$ cat src/rtl/position_counter.sv
// Position transmitter for the serial coincidence comparison: tracks digit and minor cycle
// from the d0 pulse and serialises the short-word position {mc, half} LSB first in two windows.
module position_counter #(
  parameter int DIGITS      = 36,
  parameter int MC_PER_TANK = 16,
  parameter int POS_BITS    = 5,
  parameter int WIN0        = 2,
  parameter int WIN1        = 20
) (
  input  logic                  clk,
  input  logic                  rst_n,
  input  logic                  d0,
  output logic                  cntr,
  output logic [POS_BITS-1:0]   pos,
  output logic [POS_BITS-2:0]   mc,
  output logic                  tank_start,
  output logic                  synced,
  output logic                  sync_err
);

  localparam int DIG_W = $clog2(DIGITS);
  localparam int MC_W  = POS_BITS - 1;

  localparam logic [DIG_W-1:0] LAST_DIGIT = DIG_W'(DIGITS - 1);
  localparam logic [DIG_W-1:0] W0_LO      = DIG_W'(WIN0);
  localparam logic [DIG_W-1:0] W0_HI      = DIG_W'(WIN0 + POS_BITS - 1);
  localparam logic [DIG_W-1:0] W1_LO      = DIG_W'(WIN1);
  localparam logic [DIG_W-1:0] W1_HI      = DIG_W'(WIN1 + POS_BITS - 1);
  localparam logic [MC_W-1:0]  LAST_MC    = MC_W'(MC_PER_TANK - 1);

  typedef enum logic {UNSYNC, SYNC} state_t;

  state_t            state_q, state_d;
  logic [DIG_W-1:0]  digit_q, digit_d;
  logic [MC_W-1:0]   mc_q, mc_d;
  logic              armed_q;
  logic              in_win0, in_win1;
  logic [DIG_W-1:0]  bit_off;
  logic [POS_BITS-1:0] pos_shift;

  // armed_q blocks a d0 that lands on the first edge after reset release
  always_ff @(posedge clk or negedge rst_n) begin
    if (!rst_n) begin
      state_q <= UNSYNC;
      digit_q <= '0;
      mc_q    <= '0;
      armed_q <= 1'b0;
    end else begin
      state_q <= state_d;
      digit_q <= digit_d;
      mc_q    <= mc_d;
      armed_q <= 1'b1;
    end
  end

  always_comb begin
    state_d  = state_q;
    digit_d  = digit_q;
    mc_d     = mc_q;
    sync_err = 1'b0;
    case (state_q)
      UNSYNC: begin
        if (d0 && armed_q) begin
          state_d = SYNC;
          digit_d = DIG_W'(1);
          mc_d    = '0;
        end
      end
      SYNC: begin
        if (d0 && (digit_q != '0)) begin
          sync_err = 1'b1;
          digit_d  = DIG_W'(1);
          mc_d     = '0;
        end else if (!d0 && (digit_q == '0)) begin
          sync_err = 1'b1;
          state_d  = UNSYNC;
          mc_d     = '0;
        end else if (digit_q == LAST_DIGIT) begin
          digit_d = '0;
          mc_d    = (mc_q == LAST_MC) ? '0 : mc_q + 1'b1;
        end else begin
          digit_d = digit_q + 1'b1;
        end
      end
      default: state_d = UNSYNC;
    endcase
  end

  // Output decode from registered state only (sync_err above is the one d0-qualified output)
  always_comb begin
    in_win0    = (digit_q >= W0_LO) && (digit_q <= W0_HI);
    in_win1    = (digit_q >= W1_LO) && (digit_q <= W1_HI);
    synced     = (state_q == SYNC);
    mc         = mc_q;
    pos        = {mc_q, (digit_q >= W1_LO)};
    bit_off    = in_win1 ? (digit_q - W1_LO) : (digit_q - W0_LO);
    pos_shift  = pos >> bit_off;
    cntr       = synced && (in_win0 || in_win1) && pos_shift[0];
    tank_start = synced && (digit_q == '0) && (mc_q == '0);
  end

endmodule

$ cat config.mk
export PLATFORM = sky130hd
export DESIGN_NAME = position_counter
export DESIGN_NICKNAME = d
export VERILOG_FILES = /design/src/rtl/position_counter.sv
export SDC_FILE = /design/constraint.sdc
export NUM_CORES = 1
export LEC_CHECK = 0
export ABC_AREA = 1
export CAP_MARGIN = 0
export CORE_UTILIZATION = 58
export DETAILED_ROUTE_END_ITERATION = 6
export PLACE_DENSITY_LB_ADDON = 0.1
export SLEW_MARGIN = 20
export SYNTH_ARGS = -nofsm -noshare
export SYNTH_HDL_FRONTEND = slang
export SYNTH_SLANG_ARGS = --single-unit
$ cat constraint.sdc
create_clock -name clk -period 4.75 [get_ports clk]
set_input_delay 1.1875 -clock clk [delete_from_list [all_inputs] [get_ports clk]]
set_output_delay 1.1875 -clock clk [all_outputs]
set_load 0.02 [all_outputs]
==> out/summary.md, run 1 <==
- outcome: finished, final reports clean
- max capacitance violation total: 0
- average wire per cell in the routed design: 11.3 um
- remaining global-route overflow: 0
- post_cts resized: 0
- setup slack after placement: 892 ps
- crit path setup slack, layout: 901 ps
- die span in x: 46.3 um
- master cell of the clock root buffer: sky130_fd_sc_hd__clkbuf_4
- cell area power density: 453 nW/um^2
- CTS tree: built
- count of port buffers added during placement: 15
- Clock Sink Count: 12
- Floorplan Core Area: 1780 um^2
- standard-cell row count: 15
- first-pass GRT wire length: 3.83 mm
- Die Footprint: 2140 um^2
- DRC violations left: 0
- vias after detailed routing: 1052
- Post-DP HPWL: 1.83 mm
- final-stage net count: 196
- startpoint class of the critical path: input pin
- top-count cell post-synth: sky130_fd_sc_hd__nand2_1
- maximum number of pins on one net before global-route repair: 13
- Ant. Diodes: 0
- Required @ worst endpoint: 3560 ps
- cells after synthesis: 163
- Final ANT Viol Nets: 0
- CTS max path bufs: 2
- critical path start-end classification: input pin to output pin
- arrival time of data at the critical path endpoint: 2660 ps
- number of global-route vias before repair: 941
- last weighted congestion value of the routability-driven placer: 0.853
- startpoint of the most critical setup path: d0
- count of synthesis-stage warnings from yosys: 0
- Post-CTS Hold Buffers: 0
- FF-to-FF Start: digit_q[1]
- setup tns final: 0 ps
- Leakage: 0.000698 uW
- start point of the worst min-delay path: synced
- crit path time final: 3850 ps
- Final Hold Viols: 0
- total routing usage reported by global routing: 0.254
- hold slack: 477 ps
- Seq/Total Area, Yosys: 0.264
- insertion delay to the later sink of the worst-skew pair: 280 ps
- fin crit share: 0.810
- ranking of synthesized cells by area: sky130_fd_sc_hd__dfrtp_1 (26%), sky130_fd_sc_hd__ha_1 (18%), sky130_fd_sc_hd__nand2_1 (15%)
- synthesized area: 1140 um^2
- area growth from synthesis to layout: 14.5%
- flip-flop cell with the highest count after synthesis: sky130_fd_sc_hd__dfrtp_1
- fraction of final layout cells with drive strength greater than 1: 0.0625
- Worst Setup End Kind: output pin
- worst clock skew: 10.8 ps
- drt first-iter violations: 33
- most common library cells after synthesis: sky130_fd_sc_hd__nand2_1 (45), sky130_fd_sc_hd__inv_1 (22), sky130_fd_sc_hd__nand3_1 (17)
- largest fanout of any net on the critical path: 3
- worst hold-check path type: register to register
- Reg clk slew, reported paths: 70 ps
- count of flip-flops with a built-in enable after synthesis: 0
- Synth cell types: 23
- fraction of registers with async set or reset after synthesis: 1.00
- Placed Cells: 197
- RSZ-0062 raised after global routing: no
- Mapped Nets: 182
- Post CTS Setup Buffer Count: 0
- Top Ports: 16
- count of placed standard cells in the final layout, fillers left out: 201
- Chip Height: 46.3 um
- effective utilization at floorplan: 0.639
- synthesized area per cell: 6.99 um^2
- Final Slew Violations: 0
- highest clock rate: 0.260 GHz
- vias per std cell: 5.23
- post-synth top area cell: sky130_fd_sc_hd__dfrtp_1
- endpoints failing setup: 0
- antenna violations before repair: 0
- wire length after detailed routing: 2.28 mm
- DRT Pass-1 Iters: 4
- H-tree Lvls: 1
- tightest slew margin relative to the limit: 0.617
- measured slew at the worst slew-check pin: 573 ps
- share of Yosys cell area claimed by the top area cell type: 0.264
- IR Drop Worst-Case VDD: 0.328 mV
- clock buffers created by TritonCTS: 3
- post-synthesis register bit count: 12
-- power breakdown --
group	internal [uW]	total [uW]	switching, uW
Sequential	122	155	32.7
Clock	46.7	82.4	35.7
Combinational	135	354	218
-- area by class of cell --
cell class                      instances  area (um^2)
Clock buffer                            4         36.3
Fill cell                             145          479
Inverter                               23         86.3
Multi-Input combinational cell        122          699
Sequential cell                        12          300
Tap cell                               25         31.3
Timing Repair Buffer                   15          150
-- worst max-delay path: stages --
cell and delay, ps:
sky130_fd_sc_hd__clkdlybuf4s50_1 440, sky130_fd_sc_hd__ha_1 310, sky130_fd_sc_hd__nor2_1 120, sky130_fd_sc_hd__clkdlybuf4s50_1 610
-- logic make-up (layout without fill, tap and decap cells) --
logic type                 count (synthesis)  count (layout)  synth area share
and+or+nand+nor                           82              82             0.322
buffers and inverters                     29              42             0.122
AOI/OAI and AO/OA                         22              22             0.106
adders and majority gates                 16              16             0.176
DFF                                       12              12             0.264
other                                      1               1           0.00329
xor gates and xnor gates                   1               1           0.00769
-- flip-flops by register name, summed over array words and instances, names as in the netlist --
signal and count:
armed_q 1, digit_q 6, mc 4, synced 1
-- path summary, 6_finish.rpt --
kind,end,slack [ps],cells after the start
worst min register to register,synced,480,1
min in group asynchronous,mc[3],1260,1
max in group asynchronous,digit_q[3],3100,1
worst min-delay path,synced,480,1
worst max-delay path,sync_err,900,4
worst max register to register,mc[3],2440,10
-- placed cells by master (no fill, tap or decap), types with 2 or more instances in the layout --
cell,netlist,final
sky130_fd_sc_hd__clkbuf_4,0,3
sky130_fd_sc_hd__o21ai_0,10,10
sky130_fd_sc_hd__clkdlybuf4s50_1,0,15
sky130_fd_sc_hd__nor2_1,12,12
sky130_fd_sc_hd__ha_1,16,16
sky130_fd_sc_hd__a21oi_1,8,8
sky130_fd_sc_hd__nand3_1,17,17
sky130_fd_sc_hd__inv_1,22,22
sky130_fd_sc_hd__nand2_2,2,2
sky130_fd_sc_hd__nand2_1,45,45
sky130_fd_sc_hd__nor3_1,2,2
sky130_fd_sc_hd__dfrtp_1,12,12
-- per-layer routing --
layer  global-route usage  vias to the layer above  wire (um)
met3               0.0471                        7        132
met2                0.417                       36       1090
met5                    0                        -          0
met4                0.112                        0         34
li1                     -                      542          -
met1                0.319                      467       1020
-- per-stage QoR --
| stage | power [uW] | cell area [um^2] | util |
|---|---|---|---|
| 2_1_floorplan | 418 | 1140 | - |
| 3_3_place_gp | 493 | 1270 | 0.711 |
| 3_5_place_dp | 508 | 1270 | 0.711 |
| 4_1_cts | 592 | 1300 | 0.731 |
| 5_1_grt | 651 | 1300 | 0.731 |
| 6_report | 591 | 1300 | 0.731 |
Power figures use the tool's default switching activity.
==> inputs of run 2 (changes only) <==
--- a/config.mk
+++ b/config.mk
@@ -7,7 +7,7 @@
 export LEC_CHECK = 0
 export ABC_AREA = 1
 export CAP_MARGIN = 0
-export CORE_UTILIZATION = 58
+export CORE_UTILIZATION = 54
 export DETAILED_ROUTE_END_ITERATION = 6
 export PLACE_DENSITY_LB_ADDON = 0.1
 export SLEW_MARGIN = 20
==> constraint.sdc (replaced) <==
create_clock -name clk -period 3.9 [get_ports clk]
set_input_delay 0.975 -clock clk [delete_from_list [all_inputs] [get_ports clk]]
set_output_delay 0.975 -clock clk [all_outputs]
set_load 0.02 [all_outputs]
==> run 2 against run 1 <==
Effect of this change: sequential cell count did not move; highest routed layer unchanged; combinational power up 21%; via count shrank 0.57%; sequential share of layout area increased by 0.20 points; sequential power up 21%; clock skew shrank 4.7 ps; critical path depth up 8; largest cell class unchanged; worst hold slack improved by 12 ps; clock-buffer cell count down 1; clock power is 10% lower.
==> out/summary.md, run 2 (same netlist as run 1, synthesis figures left out) <==
- vias per std cell: 5.18, -1.1%
- start point of the worst min-delay path: synced
- combined buffer and inverter count along the critical path: 3, +1
- antenna violations before repair: 0, unchanged
- most common cell after layout, fill and taps aside: sky130_fd_sc_hd__nand2_1
- worst clock skew: 6.16 ps, -4.66 ps
- Post-CTS Hold Buffers: 0, unchanged
- hold slack: 489 ps, +12.1 ps
- DRT Pass-1 Iters: 4, unchanged
- Final Hold Viols: 0, unchanged
- maximum number of pins on one net before global-route repair: 13, unchanged
- last weighted congestion value of the routability-driven placer: 0.879, +3.1%
- post_cts resized: 0, unchanged
- Floorplan Core Area: 1980 um^2, +11%
- Placed Cells: 199, +1.0%
- clock buffers created by TritonCTS: 3, unchanged
- H-tree Lvls: 1, unchanged
- Worst path most repeated cell: sky130_fd_sc_hd__nand2_1
- Final ANT Viol Nets: 0, unchanged
- standard-cell row count: 16, +1
- endpoints failing setup: 0, unchanged
- crit path setup slack, layout: 355 ps, -546 ps
- Final Slew Violations: 0, unchanged
- insertion delay to the later sink of the worst-skew pair: 270 ps, about the same
- critical path start-end classification: register to output pin
- cell area power density: 534 nW/um^2, +18%
- capture instance of the worst register-to-register path: mc[3]
- RSZ-0062 raised after global routing: no
- setup tns final: 0 ps, unchanged
- Largest Register: digit_q
- IR Drop Worst-Case VDD: 0.386 mV, +18%
- critical path's slowest cell: sky130_fd_sc_hd__clkdlybuf4s50_1
- Ant. Diodes: 0, unchanged
- effective utilization at floorplan: 0.574, -0.0641
- count of placed standard cells in the final layout, fillers left out: 202, +0.50%
- count of port buffers added during placement: 15, unchanged
- number of cells traversed by the worst register-to-register path: 9, -1
- wire length after detailed routing: 2.27 mm, -0.70%
- setup slack after placement: 488 ps, -404 ps
- Clock Sink Count: 12, unchanged
- first-pass GRT wire length: 3.54 mm, -7.6%
- total routing usage reported by global routing: 0.221, -0.0328
- remaining global-route overflow: 0, unchanged
- fraction of final layout cells with drive strength greater than 1: 0.0571, -0.00536
- master cell of the clock root buffer: sky130_fd_sc_hd__clkbuf_4
- measured slew at the worst slew-check pin: 560 ps, -13.7 ps
- number of global-route vias before repair: 870, -7.5%
- setup slack, reg-to-reg: 1590 ps, -850 ps
- Required @ worst endpoint: 2920 ps, -640 ps
- CTS tree: built
- Worst Setup End Kind: output pin
- commonest cells after routing, fill and taps aside: sky130_fd_sc_hd__nand2_1 (45), sky130_fd_sc_hd__inv_1 (22), sky130_fd_sc_hd__nand3_1 (17)
- cell family with the largest share of critical-path delay: buffers and inverters
- final-stage net count: 196, unchanged
- Top Ports: 16, unchanged
- startpoint class of the critical path: register
- Hold Crit Endpoint: synced
- Die Footprint: 2300 um^2, +7.1%
- Chip Height: 47.9 um, +3.5%
- largest fanout of any net on the critical path: 9, +6
- drt first-iter violations: 27, -18%
- tightest slew margin relative to the limit: 0.626, +0.00918
- CP cell instances: inv_1, ha_1, nand3_1, nand3_4, nand2_4, nand2_1, nand2_1, inv_1, nand2_1, nand2_1, nor2_1, clkdlybuf4s50_1
- CTS max path bufs: 2, unchanged
- Leakage: 0.000690 uW, -1.0%
- die span in x: 47.9 um, +3.5%
- highest clock rate: 0.282 GHz
- DRC violations left: 0, unchanged
- Post CTS Setup Buffer Count: 0, unchanged
- Post-DP HPWL: 1.79 mm, -2.1%
- FF-to-FF Start: digit_q[2]
- Reg clk slew, reported paths: 70 ps, about the same
- Min-Delay Path Depth: 1, unchanged
- max capacitance violation total: 0, unchanged
- outcome: finished, final reports clean
- total power consumption of the routed design: 690 uW, +17%
- vias after detailed routing: 1046, -0.57%
- crit path time final: 3540 ps
- Layout fillers: 178, +23%
- max reg flops: 6, unchanged
- worst hold-check path type: register to register
- fin crit share: 0.909
- average wire per cell in the routed design: 11.2 um, -1.2%
- slowest cell delay on critical path: 600 ps, about the same
- arrival time of data at the critical path endpoint: 2570 ps, -90 ps
- area growth from synthesis to layout: 13.5%
-- run 2: changes by cell type in the layout (fill, tap and decap cells not counted) --
cell,change
sky130_fd_sc_hd__clkbuf_8,-1
-- run 2: worst max-delay path by stage --
stage               slack, ps  depth (start not counted)        to        from
floorplan                1210                         12      cntr  digit_q[2]
global placement          510                          4  sync_err          d0
detailed placement        490                          4  sync_err          d0
CTS                       340                         12      cntr  digit_q[1]
global route               90                         13      cntr  digit_q[2]
finish                    360                         12      cntr  digit_q[1]
-- run 2: per-layer routing --
layer	wire length (um)	part of all wire	global-route usage	vias up
met4	14	0.0062	0.0667	0
met3	114	0.050	0.0113	2
met5	0	0	0	-
met1	1030	0.45	0.288	472
li1	-	-	-	544
met2	1110	0.49	0.392	28
-- run 2: worst reg2reg max path, cell delays in order (launching register included) --
cell                      delay (ps)
sky130_fd_sc_hd__dfrtp_1         440
sky130_fd_sc_hd__inv_1           260
sky130_fd_sc_hd__ha_1            300
sky130_fd_sc_hd__nand3_1         160
sky130_fd_sc_hd__ha_1            240
sky130_fd_sc_hd__nor3_2          360
sky130_fd_sc_hd__a21oi_2         180
sky130_fd_sc_hd__nand3_1         120
sky130_fd_sc_hd__nand2_1          50
sky130_fd_sc_hd__a21oi_1         120
-- run 2: cell type report --
cell class / instances / area [um^2] / share of cell area
Clock buffer: 3 / 22.5 / 0.0174
Tap cell: 27 / 33.8 / 0.0261
Timing Repair Buffer: 15 / 150 / 0.116
Sequential cell: 12 / 300 / 0.232
Multi-Input combinational cell: 122 / 699 / 0.541
Inverter: 23 / 86.3 / 0.0668
-- run 2: metrics by stage --
step | util | cell area (um^2)
after detailed placement | 0.641 | 1270
final | 0.652 | 1290
after CTS | 0.652 | 1290
after global routing | 0.652 | 1290
after floorplan | - | 1140
after global placement | 0.641 | 1270
-- run 2: where the power goes --
group / internal (uW) / total [uW] / switching (uW)
Combinational: 164 / 427 / 264
Sequential: 149 / 188 / 39.8
Clock: 35.7 / 74.0 / 38.3
==> inputs of run 3 (changes only) <==
--- a/config.mk
+++ b/config.mk
@@ -9,6 +9,7 @@
 export CAP_MARGIN = 0
 export CORE_UTILIZATION = 54
 export DETAILED_ROUTE_END_ITERATION = 6
+export HOLD_SLACK_MARGIN = 0.15
 export PLACE_DENSITY_LB_ADDON = 0.1
 export SLEW_MARGIN = 20
 export SYNTH_ARGS = -nofsm -noshare
==> results of run 3 <==
No change in the layout: final DEF, timing and power equal those of run 2.
